### src/rtl/arb_pkg.sv
// Shared types and helpers for the round-robin memory arbiter and its picker.
package arb_pkg;

  typedef enum logic [1:0] {
    IDLE     = 2'd0,
    REQ      = 2'd1,
    WAIT_RSP = 2'd2
  } arb_state_e;

  // Wide enough for any supported DATA_W; users slice off the low DATA_W/8 bits.
  localparam logic [63:0] BE_ALL = '1;

  function automatic int idx_w(input int n);
    return (n <= 2) ? 1 : $clog2(n);
  endfunction

endpackage

### src/rtl/rr_mem_arbiter_if.sv
// Core-side and memory-side signal bundle of the arbiter.
interface rr_mem_arbiter_if #(
  parameter int NUM_CORES = 2,
  parameter int ADDR_W    = 32,
  parameter int DATA_W    = 32
);
  localparam int BE_W = DATA_W / 8;

  logic [NUM_CORES-1:0]        core_req;
  logic [NUM_CORES*ADDR_W-1:0] core_adr;
  logic [NUM_CORES-1:0]        core_we;
  logic [NUM_CORES*BE_W-1:0]   core_be;
  logic [NUM_CORES*DATA_W-1:0] core_wdata;
  logic [NUM_CORES-1:0]        core_gnt;
  logic [NUM_CORES-1:0]        core_r_valid;
  logic [NUM_CORES-1:0]        core_err;
  logic [DATA_W-1:0]           core_rdata;

  logic                        mem_req;
  logic [ADDR_W-1:0]           mem_adr;
  logic                        mem_we;
  logic [BE_W-1:0]             mem_be;
  logic [DATA_W-1:0]           mem_wdata;
  logic                        mem_gnt;
  logic                        mem_r_valid;
  logic [DATA_W-1:0]           mem_rdata;

  modport master (
    input  core_req, core_adr, core_we, core_be, core_wdata,
    input  mem_gnt, mem_r_valid, mem_rdata,
    output core_gnt, core_r_valid, core_err, core_rdata,
    output mem_req, mem_adr, mem_we, mem_be, mem_wdata
  );

  modport slave (
    output core_req, core_adr, core_we, core_be, core_wdata,
    output mem_gnt, mem_r_valid, mem_rdata,
    input  core_gnt, core_r_valid, core_err, core_rdata,
    input  mem_req, mem_adr, mem_we, mem_be, mem_wdata
  );

endinterface

### src/rtl/rr_picker.sv
// Combinational winner selection: search the request vector starting at ptr_i,
// return the first set bit as one-hot and as an index.
module rr_picker import arb_pkg::*; #(
  parameter int NUM_CORES = 2,
  parameter bit RR_MODE   = 1'b1,
  localparam int IW       = idx_w(NUM_CORES)
) (
  input  logic [NUM_CORES-1:0] req_i,
  input  logic [IW-1:0]        ptr_i,
  output logic [NUM_CORES-1:0] gnt_o,
  output logic [IW-1:0]        idx_o,
  output logic                 valid_o
);

  logic [IW-1:0] start;
  assign start = RR_MODE ? ptr_i : '0;

  always_comb begin
    logic       found;
    logic [IW:0] j;
    found   = 1'b0;
    j       = '0;
    gnt_o   = '0;
    idx_o   = '0;
    for (int i = 0; i < NUM_CORES; i++) begin
      j = {1'b0, start} + (IW+1)'(i);
      if (j >= (IW+1)'(NUM_CORES)) j = j - (IW+1)'(NUM_CORES);
      if (!found && req_i[j[IW-1:0]]) begin
        found              = 1'b1;
        gnt_o[j[IW-1:0]]   = 1'b1;
        idx_o              = j[IW-1:0];
      end
    end
    valid_o = found;
  end

endmodule

### src/rtl/rr_mem_arbiter.sv
// N-core arbiter for one shared memory port: one outstanding transaction,
// response routed to the owner, timeout turns a lost response into an error.
//   state    | meaning
//   IDLE     | no transaction; pick a winner when any core requests
//   REQ      | mem_req held with latched fields until mem_gnt
//   WAIT_RSP | granted; waiting for mem_r_valid or timeout
module rr_mem_arbiter import arb_pkg::*; #(
  parameter int NUM_CORES = 2,
  parameter int ADDR_W    = 32,
  parameter int DATA_W    = 32,
  parameter int RR_MODE   = 1,
  parameter int TIMEOUT   = 64
) (
  input  logic              clk,
  input  logic              res,
  rr_mem_arbiter_if.master  bus,
  output logic              late_rsp
);

  localparam int IW    = idx_w(NUM_CORES);
  localparam int BE_W  = DATA_W / 8;
  localparam int CNT_W = (TIMEOUT > 2) ? $clog2(TIMEOUT) : 1;
  localparam logic [CNT_W-1:0] CNT_LAST = CNT_W'((TIMEOUT > 0) ? TIMEOUT - 1 : 0);

  arb_state_e        state_q;
  logic [IW-1:0]     owner_q, rr_ptr_q, rr_ptr_d;
  logic [CNT_W-1:0]  cnt_q;
  logic              mem_req_q, mem_we_q, late_q, to_q;
  logic [ADDR_W-1:0] mem_adr_q;
  logic [BE_W-1:0]   mem_be_q;
  logic [DATA_W-1:0] mem_wdata_q;

  logic [NUM_CORES-1:0] pick_gnt, own_oh;
  logic [IW-1:0]        pick_idx;
  logic                 pick_valid, rsp_now;
  logic [ADDR_W-1:0]    sel_adr_d;
  logic                 sel_we_d;
  logic [BE_W-1:0]      sel_be_d;
  logic [DATA_W-1:0]    sel_wdata_d;
  logic [IW:0]          ptr_inc;

  rr_picker #(.NUM_CORES(NUM_CORES), .RR_MODE(RR_MODE != 0)) u_picker (
    .req_i   (bus.core_req),
    .ptr_i   (rr_ptr_q),
    .gnt_o   (pick_gnt),
    .idx_o   (pick_idx),
    .valid_o (pick_valid)
  );

  always_comb begin
    sel_adr_d   = '0;
    sel_we_d    = 1'b0;
    sel_be_d    = '0;
    sel_wdata_d = '0;
    for (int i = 0; i < NUM_CORES; i++) begin
      if (pick_gnt[i]) begin
        sel_adr_d   = bus.core_adr[i*ADDR_W +: ADDR_W];
        sel_we_d    = bus.core_we[i];
        sel_be_d    = bus.core_be[i*BE_W +: BE_W];
        sel_wdata_d = bus.core_wdata[i*DATA_W +: DATA_W];
      end
    end
  end

  always_comb begin
    own_oh          = '0;
    own_oh[owner_q] = 1'b1;
  end

  assign ptr_inc  = {1'b0, owner_q} + 1'b1;
  assign rr_ptr_d = (ptr_inc == (IW+1)'(NUM_CORES)) ? '0 : ptr_inc[IW-1:0];

  always_ff @(posedge clk or negedge res) begin
    if (!res) begin
      state_q     <= IDLE;
      owner_q     <= '0;
      rr_ptr_q    <= '0;
      cnt_q       <= '0;
      mem_req_q   <= 1'b0;
      mem_adr_q   <= '0;
      mem_we_q    <= 1'b0;
      mem_be_q    <= BE_ALL[BE_W-1:0];
      mem_wdata_q <= '0;
      late_q      <= 1'b0;
      to_q        <= 1'b0;
    end else begin
      to_q <= 1'b0;
      // Any response outside WAIT_RSP has no owner and is discarded.
      if (bus.mem_r_valid && state_q != WAIT_RSP) late_q <= 1'b1;
      case (state_q)
        IDLE: begin
          if (pick_valid) begin
            owner_q     <= pick_idx;
            mem_req_q   <= 1'b1;
            mem_adr_q   <= sel_adr_d;
            mem_we_q    <= sel_we_d;
            mem_be_q    <= sel_be_d;
            mem_wdata_q <= sel_wdata_d;
            state_q     <= REQ;
          end
        end
        REQ: begin
          if (bus.mem_gnt) begin
            mem_req_q <= 1'b0;
            rr_ptr_q  <= rr_ptr_d;
            cnt_q     <= '0;
            state_q   <= WAIT_RSP;
          end
        end
        WAIT_RSP: begin
          if (bus.mem_r_valid) begin
            state_q <= IDLE;
          end else if (TIMEOUT != 0 && cnt_q == CNT_LAST) begin
            to_q    <= 1'b1;
            state_q <= IDLE;
          end else begin
            cnt_q <= cnt_q + 1'b1;
          end
        end
        default: state_q <= IDLE;
      endcase
    end
  end

  assign rsp_now = (state_q == WAIT_RSP) && bus.mem_r_valid;

  assign bus.core_gnt     = (state_q == REQ && bus.mem_gnt) ? own_oh : '0;
  assign bus.core_r_valid = (rsp_now || to_q) ? own_oh : '0;
  assign bus.core_err     = to_q ? own_oh : '0;
  assign bus.core_rdata   = rsp_now ? bus.mem_rdata : '0;

  assign bus.mem_req   = mem_req_q;
  assign bus.mem_adr   = mem_adr_q;
  assign bus.mem_we    = mem_we_q;
  assign bus.mem_be    = mem_be_q;
  assign bus.mem_wdata = mem_wdata_q;
  assign late_rsp      = late_q;

endmodule

### src/flat_wrapper.sv
// flat-port wrapper written by rule: the top's interface ports become plain ports
module rr_mem_arbiter_flat import arb_pkg::*;
#(
  parameter int NUM_CORES = 2,
  parameter int ADDR_W    = 32,
  parameter int DATA_W    = 32,
  parameter int RR_MODE   = 1,
  parameter int TIMEOUT   = 64
)
  (clk, res, late_rsp, bus_core_req, bus_core_adr, bus_core_we, bus_core_be, bus_core_wdata, bus_mem_gnt, bus_mem_r_valid, bus_mem_rdata, bus_core_gnt, bus_core_r_valid, bus_core_err, bus_core_rdata, bus_mem_req, bus_mem_adr, bus_mem_we, bus_mem_be, bus_mem_wdata);
  rr_mem_arbiter_if #(.NUM_CORES(NUM_CORES), .ADDR_W(ADDR_W), .DATA_W(DATA_W)) bus_i ();
  input  logic clk;
  input  logic res;
  output logic late_rsp;
  input wire logic [$bits(bus_i.core_req)-1:0] bus_core_req;
  input wire logic [$bits(bus_i.core_adr)-1:0] bus_core_adr;
  input wire logic [$bits(bus_i.core_we)-1:0] bus_core_we;
  input wire logic [$bits(bus_i.core_be)-1:0] bus_core_be;
  input wire logic [$bits(bus_i.core_wdata)-1:0] bus_core_wdata;
  input wire logic [$bits(bus_i.mem_gnt)-1:0] bus_mem_gnt;
  input wire logic [$bits(bus_i.mem_r_valid)-1:0] bus_mem_r_valid;
  input wire logic [$bits(bus_i.mem_rdata)-1:0] bus_mem_rdata;
  output wire logic [$bits(bus_i.core_gnt)-1:0] bus_core_gnt;
  output wire logic [$bits(bus_i.core_r_valid)-1:0] bus_core_r_valid;
  output wire logic [$bits(bus_i.core_err)-1:0] bus_core_err;
  output wire logic [$bits(bus_i.core_rdata)-1:0] bus_core_rdata;
  output wire logic [$bits(bus_i.mem_req)-1:0] bus_mem_req;
  output wire logic [$bits(bus_i.mem_adr)-1:0] bus_mem_adr;
  output wire logic [$bits(bus_i.mem_we)-1:0] bus_mem_we;
  output wire logic [$bits(bus_i.mem_be)-1:0] bus_mem_be;
  output wire logic [$bits(bus_i.mem_wdata)-1:0] bus_mem_wdata;
  assign bus_i.core_req = bus_core_req;
  assign bus_i.core_adr = bus_core_adr;
  assign bus_i.core_we = bus_core_we;
  assign bus_i.core_be = bus_core_be;
  assign bus_i.core_wdata = bus_core_wdata;
  assign bus_i.mem_gnt = bus_mem_gnt;
  assign bus_i.mem_r_valid = bus_mem_r_valid;
  assign bus_i.mem_rdata = bus_mem_rdata;
  assign bus_core_gnt = bus_i.core_gnt;
  assign bus_core_r_valid = bus_i.core_r_valid;
  assign bus_core_err = bus_i.core_err;
  assign bus_core_rdata = bus_i.core_rdata;
  assign bus_mem_req = bus_i.mem_req;
  assign bus_mem_adr = bus_i.mem_adr;
  assign bus_mem_we = bus_i.mem_we;
  assign bus_mem_be = bus_i.mem_be;
  assign bus_mem_wdata = bus_i.mem_wdata;
  rr_mem_arbiter #(.NUM_CORES(NUM_CORES), .ADDR_W(ADDR_W), .DATA_W(DATA_W), .RR_MODE(RR_MODE), .TIMEOUT(TIMEOUT)) u_core (.clk(clk), .res(res), .bus(bus_i), .late_rsp(late_rsp));
endmodule
### config.mk
export PLATFORM = sky130hd
export DESIGN_NAME = rr_mem_arbiter_flat
export DESIGN_NICKNAME = d
export VERILOG_FILES = /design/src/rtl/arb_pkg.sv /design/src/rtl/rr_mem_arbiter_if.sv /design/src/rtl/rr_picker.sv /design/src/rtl/rr_mem_arbiter.sv /design/src/flat_wrapper.sv
export SDC_FILE = /design/constraint.sdc
export NUM_CORES = 1
export LEC_CHECK = 0
export ABC_AREA = 1
export CAP_MARGIN = 10
export CORE_MARGIN = 4
export CORE_UTILIZATION = 42
export DETAILED_ROUTE_END_ITERATION = 10
export PLACE_DENSITY = 0.87
export SKIP_CTS_REPAIR_TIMING = 1
export SYNTH_ARGS = -nofsm -noshare
export SYNTH_HDL_FRONTEND = slang
export SYNTH_SLANG_ARGS = --single-unit
export TNS_END_PERCENT = 10
### constraint.sdc
create_clock -name clk -period 2 [get_ports clk]
set_input_delay 0.3 -clock clk [delete_from_list [all_inputs] [get_ports clk]]
set_output_delay 0.3 -clock clk [all_outputs]
set_load 0.05 [all_outputs]
### Word level (Yosys, flattened, before mapping)

Index checks and enable logic that the tools add are counted.

* bits of input ports: 176
* register bits: 82
* output and inout bits: 109
* logic and storage cells: 98

* reductions and logical operators: 17
* equal/unequal tests: 10
* add/subtract/negate cells: 5
* muxes and demuxes: 46
* magnitude comparators: 8
* bitwise gates (word level): 1

Operators by type and width (count)
* $mux 32: 5
* $mux 1: 21
* $mux 2: 9
* $mux 6: 3
* $pmux 6 s2: 1
* $mux 4: 2
* $ne 2x2->1 const B: 4
* $logic_and 1x1->1: 7
* $add 6x1->6 const B: 1
* $eq 6x6->1 const B: 1
* $lt 1x2->1 const B: 3
* $pmux 2 s3: 1
* $reduce_and 3->1: 2
* $add 1x1->2 const B: 2
* $eq 2x2->1 const B: 2
* $reduce_and 2->1: 2
* $reduce_and 4->1: 1
* $reduce_bool 2->1: 2
* $demux 1 s1: 3
* $ge 1x1->1 const B: 3
* $ne 3x2->1 const B: 1
* $eq 2x1->1 const B: 1
* $ge 1x2->1 const B: 1
* $ge 2x2->1 const B: 1
* other kinds (7): 8

### Longest topological paths before layout

* word-level depth: 11
* gate-level depth with buffers: 8
* gate-level depth less buffers: 8

### Modules after synthesis

From an unflattened synthesis, not the netlist that was laid out.

* cell total of the unflattened synthesis: 544
* area, all modules: 4225.3 µm²

Modules (own cells, without submodules)
* rr_mem_arbiter: area each 4195.3 µm², seq. area each 2057.0 µm², instances 1, cells an instance 537
* rr_picker: area each 30.0 µm², seq. area each 0.0 µm², instances 1, cells an instance 7

### Worst setup path after synthesis

OpenSTA, ideal clock, no wires.

* path type: register to output
* start: register u_core.state_q[0]
* end: output port bus_core_rdata[10]
* arrival time: 1.642 ns
* required time: 1.700 ns
* cell stages (with the launch flop): 5
* buffers on the path: 1
* path slack: 0.058 ns
* cell sequence: dfrtp_1 > nor2_2 > nand2_1 > clkbuf_1 > nor2_1

* cells in the longest elaborated chain, start to end: 3

RTL lines
* from (decl): line rr_mem_arbiter.sv:25 `arb_state_e state_q;`
* from (signal assigned): line rr_mem_arbiter.sv:75 `state_q <= IDLE;`
* from (signal assigned): line rr_mem_arbiter.sv:99 `state_q <= REQ;`
* from (signal assigned): line rr_mem_arbiter.sv:107 `state_q <= WAIT_RSP;`
* $eq 2x2->1: line rr_mem_arbiter.sv:125 `assign rsp_now = (state_q == WAIT_RSP) && bus.mem_r_valid;`
* $logic_and 1x1->1: line rr_mem_arbiter.sv:125
* $mux 32: line rr_mem_arbiter.sv:130 `assign bus.core_rdata = rsp_now ? bus.mem_rdata : '0;`
* to (decl): line flat_wrapper.sv:26 `output wire logic [$bits(bus_i.core_rdata)-1:0] bus_core_rdata;`

Every way passes these cells.

### Worst setup path after layout

* start: register u_core.state_q[0]
* end: output port bus_core_rdata[15]

Same word-level chain as after synthesis.

==> flow_metrics.env <==
export IMPL_grt_overflow=0
export IMPL_grt_pass1_wl_microns=29380
export IMPL_fin_nets=1003
export IMPL_dieArea_sq_um=13840
export IMPL_post_route_period_util=0.9836
export IMPL_reg2reg_to="u_core.bus.mem_wdata[27]"
export IMPL_worst_r2r_path_depth=5
export IMPL_cts_buffers=9
export IMPL_place_gp_congestion=0.8390
export IMPL_p_leak_uw=0.004365
export IMPL_setup_viol=0
export IMPL_worst_slew_pin_slew_ns=0.5755
export IMPL_hold_path_class="in -> reg"
export IMPL_synth_cell_type_count=26
export IMPL_vdd_ir_drop_worst_v=0.0007699
export IMPL_clockRootBuffer="clkbuf_16"
export IMPL_cp_num_buf_inv=2
export IMPL_cp_cell_sequence="nor2_4 > nand2_1 > buf_12 > nor2_1 > buf_12"
export IMPL_r2r_start="u_core.state_q[0]"
export IMPL_hold_violations=0
export IMPL_worstSetupPathType="reg -> out"
export IMPL_grt_pass1_vias=5385
export IMPL_pin_count=285
export IMPL_fin_util=0.7530
export IMPL_seq_area_frac_synth=0.4073
export IMPL_htree_levels=3
export IMPL_first_pass_iters=5
export IMPL_final_cells=974
export IMPL_grt_use_total=0.2613
export IMPL_power_density_nw_per_um2=1469
export IMPL_start_kind="flip-flop"
export IMPL_worstPathRequired_ns=1.70
export IMPL_end_kind="primary output"
export IMPL_start_util=0.4348
export IMPL_critPathMaxFanout=34
export IMPL_crit_family="simple AND/OR/NAND/NOR gates"
export IMPL_drv_cap=0
export IMPL_drv_slew=0
export IMPL_clock_latency_ns=0.33
export IMPL_via_per_inst=5.210
export IMPL_dieWidth_microns=117.7
export IMPL_finalClockSkew_ns=0.005256
export IMPL_wl_per_cell_microns=19.02
export IMPL_fin_crit_ns=1.967
export IMPL_antenna_diode_count=0
export IMPL_dp_hpwl_microns=14170
export IMPL_ant_nets=0
export IMPL_rsz0062_at_grt="yes"
export IMPL_drt_iter0_markers=334
export IMPL_nFillCells=764
export IMPL_startpoint="u_core.state_q[0]"
export IMPL_critPathMaxStageDelay_ns=0.45
export IMPL_crit_end="bus_core_rdata[15]"
export IMPL_fin_ws_ns=0.03276
export IMPL_place_ws_ns=0.1168
export IMPL_synthesis_nets=727
export IMPL_num_vias=5075
export IMPL_core_sq_um=11610
export IMPL_area_delta_synth_final_pct=73.17
export IMPL_slew_headroom=0.6151
export IMPL_yosysTopAreaCell="dfrtp_1"
export IMPL_status="finished, final reports clean"
export IMPL_avgSynthCellArea_sq_um=9.182
export IMPL_ys_seq_elements=82
export IMPL_dp_cells=954
export IMPL_synthTopCellsByArea="dfrtp_1, nand2_4, nand3_2"
export IMPL_crit_top_cell="buf_12"
export IMPL_drive_gt1_frac=0.2696
export IMPL_yosys_warnings=0
export IMPL_antenna_found_initial=0
export IMPL_wirelength_microns=18530
export IMPL_netlist_area_sq_um=5050
export IMPL_cp_depth=5
export IMPL_port_buffers=284
export IMPL_rows=39
export IMPL_grt_max_degree=64
export IMPL_die_height_microns=117.7
export IMPL_reg2reg_slack_ns=0.41
export IMPL_numClockSinks=82
export IMPL_cp_arrival_ns=1.67
export IMPL_synth_top_cell_area_share=0.3865
export IMPL_drc=0
export IMPL_clkTransAtPathRegs_ns=0.06
export IMPL_tritoncts="done"
export IMPL_syn_inst=550
export IMPL_max_freq_mhz=508.3
export IMPL_critPathSlowestCell="dfrtp_2"
export IMPL_clk_path_buf_depth=2
==> layout by cell type, fill, tap and decap left out, types with 14 or more instances in the layout <==
master / synthesis / layout
nand4_1: 63 / 63
dfrtp_1: 78 / 77
buf_12: 7 / 45
nor2_1: 40 / 31
nand3_1: 27 / 27
nand2_1: 112 / 112
nand3_2: 60 / 60
clkdlybuf4s50_1: 0 / 242
buf_4: 0 / 14
nand2_4: 61 / 61
inv_1: 40 / 40
==> worst min-delay path by stage <==
stage	startpoint	to	slack (ns)	depth (start not counted)
after floorplan	res	u_core.bus.mem_adr[0]	0.004	0
after global placement	res	u_core.bus.mem_wdata[30]	0.30	1
after detailed placement	res	u_core.bus.mem_wdata[30]	0.30	1
after CTS	res	u_core.bus.mem_adr[7]	-0.04	1
after global routing	bus_core_req[1]	u_core.owner_q	0.38	3
final	bus_core_req[1]	u_core.owner_q	0.37	3
==> Yosys cell counts, drive strengths merged <==
library cell / instances
o21ai: 4
clkbuf: 22
inv: 44
a21oi: 3
xor2: 2
or2: 1
nand3: 87
dfrtp: 78
nand4: 64
dfstp: 4
o21bai: 1
and3: 1
buf: 18
ha: 1
nand2: 175
nor2: 44
nor3: 1
==> state kept, by name, summed over array words and instances, names as in the netlist <==
name / cells
u_core.owner_q: 1
u_core.late_rsp: 1
u_core.bus.mem_wdata: 32
u_core.rr_ptr_q: 1
u_core.bus.mem_req: 1
u_core.bus.mem_be: 4
u_core.bus.mem_we: 1
u_core.bus.mem_adr: 32
u_core.to_q: 1
u_core.cnt_q: 6
u_core.state_q: 2
==> worst register-to-register path: cells and delay by family, from the launching register on <==
family / cells / cell delay (ns)
buffers and inverters: 2 / 0.59
DFF: 1 / 0.45
and+or+nand+nor: 3 / 0.49
==> logic make-up after synthesis <==
logic type / synth area share
buffers and inverters: 0.08746
adders and majority gates: 0.002477
xor gates and xnor gates: 0.003469
and+or+nand+nor: 0.4908
AOI/OAI and AO/OA: 0.008424
DFF: 0.4073
==> where the power goes <==
| group | internal, uW | switching, uW |
|---|---|---|
| Sequential | 2460 | 483 |
| Clock | 964 | 659 |
| Combinational | 2860 | 5420 |
| Total | 6280 | 6560 |
==> through the flow <==
| stage | total power [uW] | instance area, sq um | hold WS (ns) | setup TNS (ns) |
|---|---|---|---|---|
| 2_1_floorplan | 8201 | 5050 | 0.004409 | 0 |
| 5_1_grt | 13450 | 8745 | 0.3819 | -0.6354 |
| 3_5_place_dp | 11210 | 8383 | 0.3028 | 0 |
| 3_3_place_gp | 10940 | 8383 | 0.2999 | 0 |
| 6_report | 12850 | 8745 | 0.3689 | 0 |
| 4_1_cts | 12870 | 8671 | -0.04447 | -1.608 |
==> metal layers <==
layer	vias to the layer above	track usage	part of all wire
met2	207	0.4872	0.54
met5	-	0	0
met4	0	0.08132	0.022
met3	30	0.05863	0.064
met1	2474	0.2948	0.37
li1	2364	-	-
==> cell type report <==
type	instances	area (sq um)	share of cell area
clock buffers	11	232.7	0.02661
clock inverters	5	55.05	0.006296
inverters	44	165.2	0.01889
multi-input cells	384	2586	0.2958
flip-flops and latches	82	2058	0.2354
well taps	143	178.9	0.02046
repair buffers	305	3468	0.3966
(Power assumes the default switching activity.)
